==> src/rtl/load_store_unit.sv <==
`default_nettype none
// ============================================================================
//  Module   : load_store_unit
//  Purpose  : Request/response front end for data_memory. Registers a single
//             load or store, validates it, drives one memory strobe cycle and
//             returns sign/zero-extended load data through a response
//             handshake.
//  Revision : 1.0  initial release
//
//  Build option:
//    LSU_MISALIGN_TRAP_EN  when defined, misaligned halfword/word accesses
//                          fault with no memory strobe. When undefined they
//                          are passed to data_memory unchanged.
//
//  Ports:
//    clock_i        clock, all state updates on rising edge
//    reset_i        synchronous active-high reset
//    req_valid_i    request present        req_ready_o  LSU idle, can accept
//    req_write_i    1 = store, 0 = load    req_funct3_i RISC-V funct3
//    req_addr_i     byte address           req_wdata_i  store data
//    resp_valid_o   response present       resp_ready_i consumer takes it
//    resp_rdata_o   extended load data (0 for stores and faults)
//    resp_fault_o   request rejected, no memory access performed
//    mem_read_o / mem_write_o / mem_funct3_o / mem_addr_o / mem_wdata_o
//                   strobe and data to data_memory (all 0 outside ACCESS)
//    mem_rdata_i    combinational read data from data_memory
// ============================================================================
module load_store_unit #(
   parameter int MEM_BYTES = 1024
) (
   input  logic        clock_i,
   input  logic        reset_i,
   input  logic        req_valid_i,
   output logic        req_ready_o,
   input  logic        req_write_i,
   input  logic [2:0]  req_funct3_i,
   input  logic [31:0] req_addr_i,
   input  logic [31:0] req_wdata_i,
   output logic        resp_valid_o,
   input  logic        resp_ready_i,
   output logic [31:0] resp_rdata_o,
   output logic        resp_fault_o,
   output logic        mem_read_o,
   output logic        mem_write_o,
   output logic [2:0]  mem_funct3_o,
   output logic [31:0] mem_addr_o,
   output logic [31:0] mem_wdata_o,
   input  logic [31:0] mem_rdata_i
);

   typedef enum logic [1:0] {
      S_IDLE   = 2'd0,
      S_ACCESS = 2'd1,
      S_RESP   = 2'd2
   } state_e;

   localparam logic [32:0] c_mem_limit = 33'(MEM_BYTES);

   state_e      state_q,  state_d;
   logic        write_q,  write_d;
   logic [2:0]  funct3_q, funct3_d;
   logic [31:0] addr_q,   addr_d;
   logic [31:0] wdata_q,  wdata_d;
   logic [31:0] rdata_q,  rdata_d;
   logic        fault_q,  fault_d;

   // ---------------------------------------------------------------------
   // Legality check on the incoming request (evaluated before latching)
   // ---------------------------------------------------------------------
   logic        w_bad_funct3;
   logic [1:0]  w_size_m1;
   logic [32:0] w_last_byte;
   logic        w_out_of_range;
   logic        w_misaligned;
   logic        w_illegal;

   always_comb begin
      w_bad_funct3 = 1'b0;
      case (req_funct3_i)
         3'b000, 3'b001, 3'b010: w_bad_funct3 = 1'b0;
         3'b100, 3'b101:         w_bad_funct3 = req_write_i;   // no unsigned stores
         default:                w_bad_funct3 = 1'b1;
      endcase
   end

   // size-1 from funct3[1:0]: byte 0, half 1, word 3
   assign w_size_m1      = (req_funct3_i[1:0] == 2'b10) ? 2'd3 :
                           (req_funct3_i[1:0] == 2'b01) ? 2'd1 : 2'd0;
   // 33-bit sum so an address near 2^32 cannot wrap into range
   assign w_last_byte    = {1'b0, req_addr_i} + {31'd0, w_size_m1};
   assign w_out_of_range = (w_last_byte >= c_mem_limit);

`ifdef LSU_MISALIGN_TRAP_EN
   assign w_misaligned   = ((req_funct3_i[1:0] == 2'b01) && req_addr_i[0]) ||
                           ((req_funct3_i[1:0] == 2'b10) && (req_addr_i[1:0] != 2'b00));
`else
   assign w_misaligned   = 1'b0;
`endif

   assign w_illegal = w_bad_funct3 | w_out_of_range | w_misaligned;

   // ---------------------------------------------------------------------
   // Load data extension; bits above the access size are discarded
   // ---------------------------------------------------------------------
   logic [31:0] w_ext;

   always_comb begin
      w_ext = 32'd0;
      case (funct3_q)
         3'b000:  w_ext = {{24{mem_rdata_i[7]}},  mem_rdata_i[7:0]};
         3'b001:  w_ext = {{16{mem_rdata_i[15]}}, mem_rdata_i[15:0]};
         3'b010:  w_ext = mem_rdata_i;
         3'b100:  w_ext = {24'd0, mem_rdata_i[7:0]};
         3'b101:  w_ext = {16'd0, mem_rdata_i[15:0]};
         default: w_ext = 32'd0;
      endcase
   end

   // ---------------------------------------------------------------------
   // Next-state and outputs
   // ---------------------------------------------------------------------
   always_comb begin
      state_d      = state_q;
      write_d      = write_q;
      funct3_d     = funct3_q;
      addr_d       = addr_q;
      wdata_d      = wdata_q;
      rdata_d      = rdata_q;
      fault_d      = fault_q;
      req_ready_o  = 1'b0;
      resp_valid_o = 1'b0;
      mem_read_o   = 1'b0;
      mem_write_o  = 1'b0;
      mem_funct3_o = 3'd0;
      mem_addr_o   = 32'd0;
      mem_wdata_o  = 32'd0;

      case (state_q)
         S_IDLE: begin
            req_ready_o = 1'b1;
            if (req_valid_i) begin
               write_d  = req_write_i;
               funct3_d = req_funct3_i;
               addr_d   = req_addr_i;
               wdata_d  = req_wdata_i;
               rdata_d  = 32'd0;
               fault_d  = w_illegal;
               // illegal requests skip the memory cycle entirely
               state_d  = w_illegal ? S_RESP : S_ACCESS;
            end
         end
         S_ACCESS: begin
            mem_read_o   = ~write_q;
            mem_write_o  = write_q;
            mem_funct3_o = {1'b0, funct3_q[1:0]};
            mem_addr_o   = addr_q;
            mem_wdata_o  = wdata_q;
            rdata_d      = write_q ? 32'd0 : w_ext;
            state_d      = S_RESP;
         end
         S_RESP: begin
            resp_valid_o = 1'b1;
            if (resp_ready_i) begin
               // clear so the response outputs idle at zero
               rdata_d = 32'd0;
               fault_d = 1'b0;
               state_d = S_IDLE;
            end
         end
         default: state_d = S_IDLE;
      endcase
   end

   assign resp_rdata_o = rdata_q;
   assign resp_fault_o = fault_q;

   always_ff @(posedge clock_i) begin
      if (reset_i) begin
         state_q  <= S_IDLE;
         write_q  <= 1'b0;
         funct3_q <= 3'd0;
         addr_q   <= 32'd0;
         wdata_q  <= 32'd0;
         rdata_q  <= 32'd0;
         fault_q  <= 1'b0;
      end else begin
         state_q  <= state_d;
         write_q  <= write_d;
         funct3_q <= funct3_d;
         addr_q   <= addr_d;
         wdata_q  <= wdata_d;
         rdata_q  <= rdata_d;
         fault_q  <= fault_d;
      end
   end

endmodule
`default_nettype wire

==> config.mk <==
export PLATFORM = sky130hd
export DESIGN_NAME = load_store_unit
export DESIGN_NICKNAME = d
export VERILOG_FILES = /design/src/rtl/load_store_unit.sv
export SDC_FILE = /design/constraint.sdc
export NUM_CORES = 1
export LEC_CHECK = 0
export CAP_MARGIN = 25
export CORE_UTILIZATION = 46
export DETAILED_ROUTE_END_ITERATION = 10
export PLACE_DENSITY = 0.85
export SLEW_MARGIN = 0
export SYNTH_ARGS = -nofsm -noshare
export SYNTH_HDL_FRONTEND = slang
export SYNTH_SLANG_ARGS = --single-unit
==> constraint.sdc <==
create_clock -name clock_i -period 7.1 [get_ports clock_i]
set_input_delay 1.42 -clock clock_i [delete_from_list [all_inputs] [get_ports clock_i]]
set_output_delay 1.42 -clock clock_i [all_outputs]
set_load 0.05 [all_outputs]
Word level (Yosys, flattened, before mapping)
Cells that the tools add are included.

storage, ports and cells
  flip-flop bits (word level) = 103
  word-level logic and storage cells = 58
  bits of input ports = 104

cells by class
  bitwise gates (word level) = 2
  muxes and demuxes = 22
  magnitude comparators = 1
  $add $sub $neg = 1
  eq/ne operators = 14
  reductions and logical operators = 11

operators by type and width
  cell                                                                 count
  two-way mux 32 bit                                                   5
  one-hot mux 32 bit (5 select lines)                                  1
  one-hot mux 32 bit (3 select lines)                                  1
  adder 32 x 2 -> 33 bit                                               1
  greater-or-equal comparator 33 x 11 -> 1 bit, second input constant  1
  equality test 3 bit, second input constant                           4
  two-way mux 2 bit                                                    5
  two-way mux 1 bit                                                    7
  equality test 3 x 1 -> 1 bit, second input constant                  2
  equality test 3 x 2 -> 1 bit, second input constant                  2
  zero test 3 bit                                                      2
  one-hot mux 2 bit (3 select lines)                                   1
  AND reduction 3 bit                                                  2
  equality test 2 x 1 -> 1 bit, second input constant                  2
  equality test 2 bit, second input constant                           2
  != test 2 bit, second input constant                                 2
  one-hot mux 1 bit (2 select lines)                                   2
  AND reduction 2 bit                                                  2
  nonzero test 3 bit                                                   1
  OR reduction 3 bit                                                   1
  zero test 2 bit                                                      1
  nonzero test 2 bit                                                   1
  OR reduction 2 bit                                                   1
  inverter 1 bit                                                       1
  bitwise OR 1 bit                                                     1

Longest topological paths before layout
Gate-level depths: netlist (run 1).

  depth in word-level cells = 9
  gate-level depth with buffers = 11
  depth with buffers taken out = 11

Least setup slack after synthesis (run 1)
Ideal clock, no wire load.

  path kind = input-to-reg
  start = input port req_funct3_i[0]
  end = register state_q[0]
  path slack = 3.253 ns
  stages = 11
  arrival time = 3.774 ns
  required time = 7.027 ns
  buffers on the path = 0
  cells stage by stage = inv_1 > ha_1 > ha_1 > ha_1 > a21oi_2 > nor4_1 > a311oi_1 > o211ai_1 > or4_1 > nor4_2 > nor3b_2

on the way
  word-level cells in the longest chain between the ends = 9
  elaborated cells on any way between the ends = 18
  classes of those cells = add/sub: 1; order compare: 1; eq/ne: 6; mux: 6; bitwise: 1; reduce/logical: 3

RTL lines
  element                                       line  RTL
  start, declared                               36    input logic [2:0] req_funct3_i,
  equality test 2 x 1 -> 1 bit                  88    (req_funct3_i[1:0] == 2'b01) ? 2'd1 : 2'd0;
  two-way mux 1 bit                             88
  two-way mux 2 bit                             87    assign w_size_m1 = (req_funct3_i[1:0] == 2'b10) ? 2'd3 :
  adder 32 x 2 -> 33 bit                        90    assign w_last_byte = {1'b0, req_addr_i} + {31'd0, w_size_m1};
  greater-or-equal comparator 33 x 11 -> 1 bit  91    assign w_out_of_range = (w_last_byte >= c_mem_limit);
  bitwise OR 1 bit (*)                          100   assign w_illegal = w_bad_funct3 | w_out_of_range | w_misaligned;
  two-way mux 2 bit (*)                         149   state_d = w_illegal ? S_RESP : S_ACCESS;
  two-way mux 2 bit (*)                         141   if (req_valid_i) begin
  one-hot mux 2 bit (3 select lines) (*)        138   case (state_q)
  end signal, assigned                          187   state_q <= state_d;
  end, declared                                 59    state_e state_q, state_d;

Every way passes the cells marked *; elsewhere a longest branch is shown, timed or not. The select of a mux whose other input is x is not followed.
A chain may end at the register's enable or synchronous reset.

Worst setup path in the final report (run 1)
Same ends and word-level chain as after synthesis.

==> metrics.csv, run 1 <==
metric;value;unit
ys.flop_type;dfxtp_1;
cts_tree;done;
cts_resized;0;
synth_top_family_by_area;simple AND/OR/NAND/NOR gates;
synth_warnings;0;
coreArea;10400;um2
min_period_over_period;62.1;%
regToRegSetupSlack;5070;ps
diodes;0;
synth_fp_nets;776;
detailroute.via_count;5286;
fill_cells;843;
drc;0;
hold_violations;0;
crit_buf_inv;2;
crit_path_end_kind;flip-flop;
pre_cts_slack;2320;ps
hold_class;reg2reg;
nets;952;
r2r-end;resp_rdata_o[20]$_SDFFE_PP0P_;
setup_viol;0;
hpwl;10.3;mm
worstSkewPairLatency;370;ps
critPathMostFrequentCell;ha_1;
max-vdd-ir-drop;0.000105;V
path_delay_family;simple AND/OR/NAND/NOR gates;
final-seq-area;2060;um2
multi_input_area;2700;um2
rsz0062_at_grt;false;
arrival;4690;ps
wl_met1;5.91;mm
crit_type;in2reg;
synthDistinctLibCells;56;
ant_nets;0;
run_status;finished, final reports clean;
fin_ws;2690;ps
fin_skew;10.0;ps
rows;37;
layout_commonest_cell;clkdlybuf4s50_1;
drt_pass1_iterations;5;
initial_utilization;47.8;%
grt_max_degree;106;
die_h;106;um
maxCapViolCount;0;
ys_ff_latch;103;
cp-endpoint;state_q[0]$_SDFFE_PP0P_;
synth_edf_count;0;
post-route-min-period;4410;ps
yosysTopAreaCell;dfxtp_1;
die_w;106;um
io_pins;208;
numCtsBuffers;9;
die_area;11200;um2
yosysSeqAreaShare;41.6;%
ctsHtreeMaxLevel;3;
syn_area;4960;um2
drive_above_1_share;4.37;%
final_cell_mix;205 x clkdlybuf4s50_1, 148 x nand2_1, 111 x a21oi_1, 103 x dfxtp_1, 67 x and2_1;
async_flop_share;0;%
synthMuxAreaShare;0.404;%
p_leak;0.00269;uW
worstMarginPinSlew;952;ps
cts_sinks;103;
powerDensity;175;nW/um2
avgRoutedWirePerCell;14.9;um
syn_avg_cell_area;7.45;um2
cts.path.max_buffers;2;
overflow;0;
met3_wirelength;1.52;mm
synth-xor-area-share;1.41;%
cts-root-buf;clkbuf_8;
required;7390;ps
rr_startpoint;funct3_q[0]$_SDFFE_PP0P_;
wl;14.7;mm
worst-path-max-fanout;9;
synthAdderAreaFrac;1.51;%
wl_met2;7.00;mm
min_from;addr_q[24]$_SDFFE_PP0P_;
area.growth.synth_to_final;48.8;%
viasPerCell;5.38;
clkSlewWorstSetupHoldPaths;90;ps
postCtsSetupRepairBufs;0;
fin_tns_setup;0;ps
place.gp.congestion;0.837;
slowest_delay;510;ps
grt_antenna_before_repair;0;
grt_pass1_vias;4896;
holdBufCountCts;0;
grt_usage;25.7;%
startpoint_type;primary input;
slew_headroom;36.3;%
path_depth;12;
cp_cell_sequence;clkdlybuf4s50_1 -> inv_1 -> ha_1 -> ha_1 -> ha_1 -> a21oi_2 -> nor4_1 -> a311oi_1 -> o211ai_1 -> or4_1 -> nor4_2 -> nor3b_2;
syn_inst;666;
crit_path_start;req_funct3_i[0];
synth_simple_gate_area_share;32.2;%
synthTopCellsByArea;dfxtp_1 42%, nand2_1 11%, a21oi_1 11%;
grt_pass1_wl;23.3;mm
synth_top_area_share;41.6;%
r2r_cells;6;
highest_layer;met4;
slowest_stage;clkdlybuf4s50_1;
drt-initial-drc-count;360;
io_buffers;206;
max_freq;227;MHz
synth_compound_area_share;18.5;%
slew_viol_final;0;
[synth_stat cells, types with 2 or more instances]
master    number
nor4b_1        3
or2_2          2
dfxtp_1      103
inv_1          6
nor4_1         6
nor2_1        57
or4_1          2
nand2b_1       2
xnor2_1        4
o21bai_1       2
nand3_1        6
xor2_1         4
buf_1          2
nand2_1      149
mux2i_1        2
o21ai_0       11
a21oi_1      111
nor2b_1        6
a22oi_1       16
a311oi_1       3
or3_1          3
nor3_1        10
nand3_2        2
and2_1        67
and3_1         3
clkbuf_1      44
nand4_1        6
ha_1           6
[kinds of logic after synthesis]
| family | after synthesis |
|---|---|
| fa+ha+maj | 6 |
| buf+inv | 54 |
| flops | 103 |
| xor+xnor | 8 |
| other cells | 1 |
| mux | 2 |
| compound gates | 160 |
| simple gates | 332 |
[where the power goes]
group          total [uW]  internal, uW  switching [uW]
registers             615           602            13.3
logic                 196          90.9             105
clock network         481           280             201
total                1290           973             319
[worst min-delay path, cell delays in order (launching register included)]
cell     delay [ps]
dfxtp_1         310
nand2_1          50
a21oi_1          50
[how the worst min path moves through the flow]
| stage | depth (start not counted) | endpoint |
|---|---|---|
| after floorplan | 2 | addr_q[0]$_SDFFE_PP0P_ |
| after global placement | 2 | wdata_q[28]$_SDFFE_PP0P_ |
| after detailed placement | 2 | addr_q[7]$_SDFFE_PP0P_ |
| after CTS | 2 | wdata_q[23]$_SDFFE_PP0P_ |
| after global routing | 2 | wdata_q[8]$_SDFFE_PP0P_ |
| final | 2 | addr_q[24]$_SDFFE_PP0P_ |
[layer usage]
metal / global-route usage [%] / up-vias
li1: - / 2584
met5: 0 / -
met4: 8.93 / 0
met2: 43.2 / 230
met3: 8.23 / 24
met1: 30.7 / 2448
[flip-flops by register name, summed over array words and instances, names as in the netlist]
register and cells:
addr_q 32, funct3_q 3, resp_fault_o 1, resp_rdata_o 32, state_q 2, wdata_q 32
write_q 1
[layout make-up]
cell class / count / area share, %
tap: 136 / 2.31
multi-input combinational: 509 / 36.6
inverter: 6 / 0.305
timing repair buffer: 213 / 29.2
clock buffer: 11 / 1.92
sequential: 103 / 27.9
clock inverter: 5 / 1.75
[metrics by stage]
step | instances | utilization (%) | total power [uW] | hold WS [ps] | cell area, um2
3_3_place_gp | 963 | 67.9 | 812 | 437 | 7040
3_5_place_dp | 964 | 68.1 | 818 | 442 | 7060
4_1_cts | 980 | 70.7 | 1300 | 455 | 7330
6_report | 983 | 71.2 | 1290 | 454 | 7380
2_1_floorplan | 666 | - | 725 | 432 | 4960
5_1_grt | 983 | 71.2 | 1350 | 468 | 7380
Power figures use the tool's default switching activity.
==> run 2, diff against run 1 <==
--- a/config.mk
+++ b/config.mk
@@ -6,9 +6,9 @@
 export NUM_CORES = 1
 export LEC_CHECK = 0
 export CAP_MARGIN = 25
-export CORE_UTILIZATION = 46
+export CORE_UTILIZATION = 43
 export DETAILED_ROUTE_END_ITERATION = 10
-export PLACE_DENSITY = 0.85
+export PLACE_DENSITY = 0.81
 export SLEW_MARGIN = 0
 export SYNTH_ARGS = -nofsm -noshare
 export SYNTH_HDL_FRONTEND = slang
==> constraint.sdc (replaced) <==
create_clock -name clock_i -period 4.4 [get_ports clock_i]
set_input_delay 0.88 -clock clock_i [delete_from_list [all_inputs] [get_ports clock_i]]
set_output_delay 0.88 -clock clock_i [all_outputs]
set_load 0.05 [all_outputs]
==> run 2 against run 1 <==
Compared with the run above:
- core utilization is 3.8 points lower
- clock power is 78% higher
- setup slack got worse by 2200 ps
- die area increased by 6.8%
- count of clock-buffer cells in the layout fell by 2
- global-route usage is 1.1 points lower
- via count is 0.76% lower
- first-iteration DRC count decreased by 2.8%
- total power grew 68%
- cell area is 0.68% higher
- final cell count increased by 0.41%
- largest cell class unchanged
==> metrics.csv, run 2 (synthesized netlist as in run 1, its figures left out) <==
metric;value;unit
run_status;finished, final reports clean;
max-vdd-ir-drop;0.000195;V
die_w;109;um
startpoint_type;primary input;
critPathMostFrequentCell;ha_1;
cts-root-buf;clkbuf_16;
grt_max_degree;106;
die_area;12000;um2
fin_skew;5.09;ps
ctsHtreeMaxLevel;3;
worstMarginPinSlew;1010;ps
hold_violations;0;
min_to;wdata_q[0]$_SDFFE_PP0P_;
r2r_cells;6;
stdcell_area;7430;um2
hpwl;10.6;mm
grt_usage;24.6;%
cp_cell_sequence;clkdlybuf4s50_1 -> inv_1 -> ha_1 -> ha_1 -> a21oi_1 -> a2111oi_0 -> nand4_1 -> a211oi_1 -> o2111ai_1 -> nor4_2 -> nor3b_2;
holdBufCountCts;0;
slew_viol_final;0;
grt_pass1_vias;4754;
worstSkewPairLatency;340;ps
cts_tree;done;
r2r-end;resp_rdata_o[30]$_SDFFE_PP0P_;
fin_util;67.4;%
coreArea;11000;um2
drive_above_1_share;4.60;%
crit_path_end_kind;flip-flop;
fin_hold_ws;450;ps
cts.path.max_buffers;2;
maxCapViolCount;0;
area.growth.synth_to_final;49.8;%
cts_sinks;103;
numCtsBuffers;9;
max_freq;257;MHz
initial_utilization;45.0;%
p_leak;0.00270;uW
slew_headroom;32.2;%
min_period_over_period;88.3;%
layout_commonest_cell;clkdlybuf4s50_1;
clkSlewWorstSetupHoldPaths;70;ps
viasPerCell;5.32;
overflow;0;
arrival;4160;ps
grt_pass1_wl;23.1;mm
nets;952;
required;4670;ps
slowest_delay;820;ps
rr_startpoint;funct3_q[0]$_SDFFE_PP0P_;
setup_viol;0;
whs_path_depth;2;
powerDensity;292;nW/um2
slowest_stage;a2111oi_0;
cts_resized;0;
wl;15.1;mm
io_buffers;206;
rsz0062_at_grt;false;
detailroute.via_count;5246;
postCtsSetupRepairBufs;0;
post-route-min-period;3890;ps
grt_antenna_before_repair;0;
die_h;109;um
drc;0;
rows;38;
min_from;wdata_q[0]$_SDFFE_PP0P_;
avgRoutedWirePerCell;15.3;um
drt-initial-drc-count;350;
hold_class;reg2reg;
placed_area;7080;um2
worst-path-max-fanout;4;
ant_nets;0;
final_cell_mix;205 x clkdlybuf4s50_1, 148 x nand2_1, 111 x a21oi_1, 103 x dfxtp_1, 67 x and2_1;
crit_type;in2reg;
diodes;0;
regToRegSetupSlack;2330;ps
io_pins;208;
drt_pass1_iterations;6;
place.gp.congestion;0.816;
fin_tns_setup;0;ps
## run 2: cell types whose count changed in the layout (fill, tap and decap cells not counted)
cell,delta
clkbuf_8,-10
clkinv_2,+2
clkinv_4,-1
clkbuf_1,-1
clkinvlp_4,+1
dlymetal6s2s_1,-1
clkbuf_16,+9
bufinv_16,-2
buf_4,+1
inv_6,+2
## run 2: worst max path at each step
stage                               start                       to  cells past startpoint
after floorplan           req_funct3_i[0]  state_q[0]$_SDFFE_PP0P_                     11
after global placement    req_funct3_i[0]  state_q[0]$_SDFFE_PP0P_                     11
after detailed placement  req_funct3_i[0]  state_q[0]$_SDFFE_PP0P_                     11
after CTS                 req_funct3_i[0]  state_q[0]$_SDFFE_PP0P_                     11
after global routing      req_funct3_i[0]  state_q[0]$_SDFFE_PP0P_                     11
final                     req_funct3_i[0]  state_q[0]$_SDFFE_PP0P_                     11
## run 2: worst max-delay path: cells and delay by family
family	cells	cell delay, ps
buf+inv	2	610
fa+ha+maj	2	490
compound gates	4	1390
simple gates	3	770
## run 2: per-layer routing
layer	vias up	routed length, um	track usage, %
met5	-	0	0
met4	0	655	14.1
met3	41	945	4.51
met2	195	7140	40.0
met1	2421	6390	30.4
li1	2589	-	-
## run 2: layout make-up
class                      count  area, um2
sequential                   103       2060
clock buffer                   9        225
multi-input combinational    509       2700
tap                          140        175
inverter                       6       22.5
clock inverter                 7       95.1
timing repair buffer         213       2150
fill                         952       3600
## run 2: where the power goes
group,switching (uW),internal (uW),leakage [uW]
registers,20.6,972,0.000841
clock network,356,501,0.000156
logic,173,150,0.00170
## run 2: per-stage QoR
stage	worst slack [ps]	power, uW	std cells
finish	515	2170	987
global route	155	2270	987
CTS	524	2190	986
detailed placement	173	1330	970
global placement	389	1320	969
floorplan	1090	1170	666
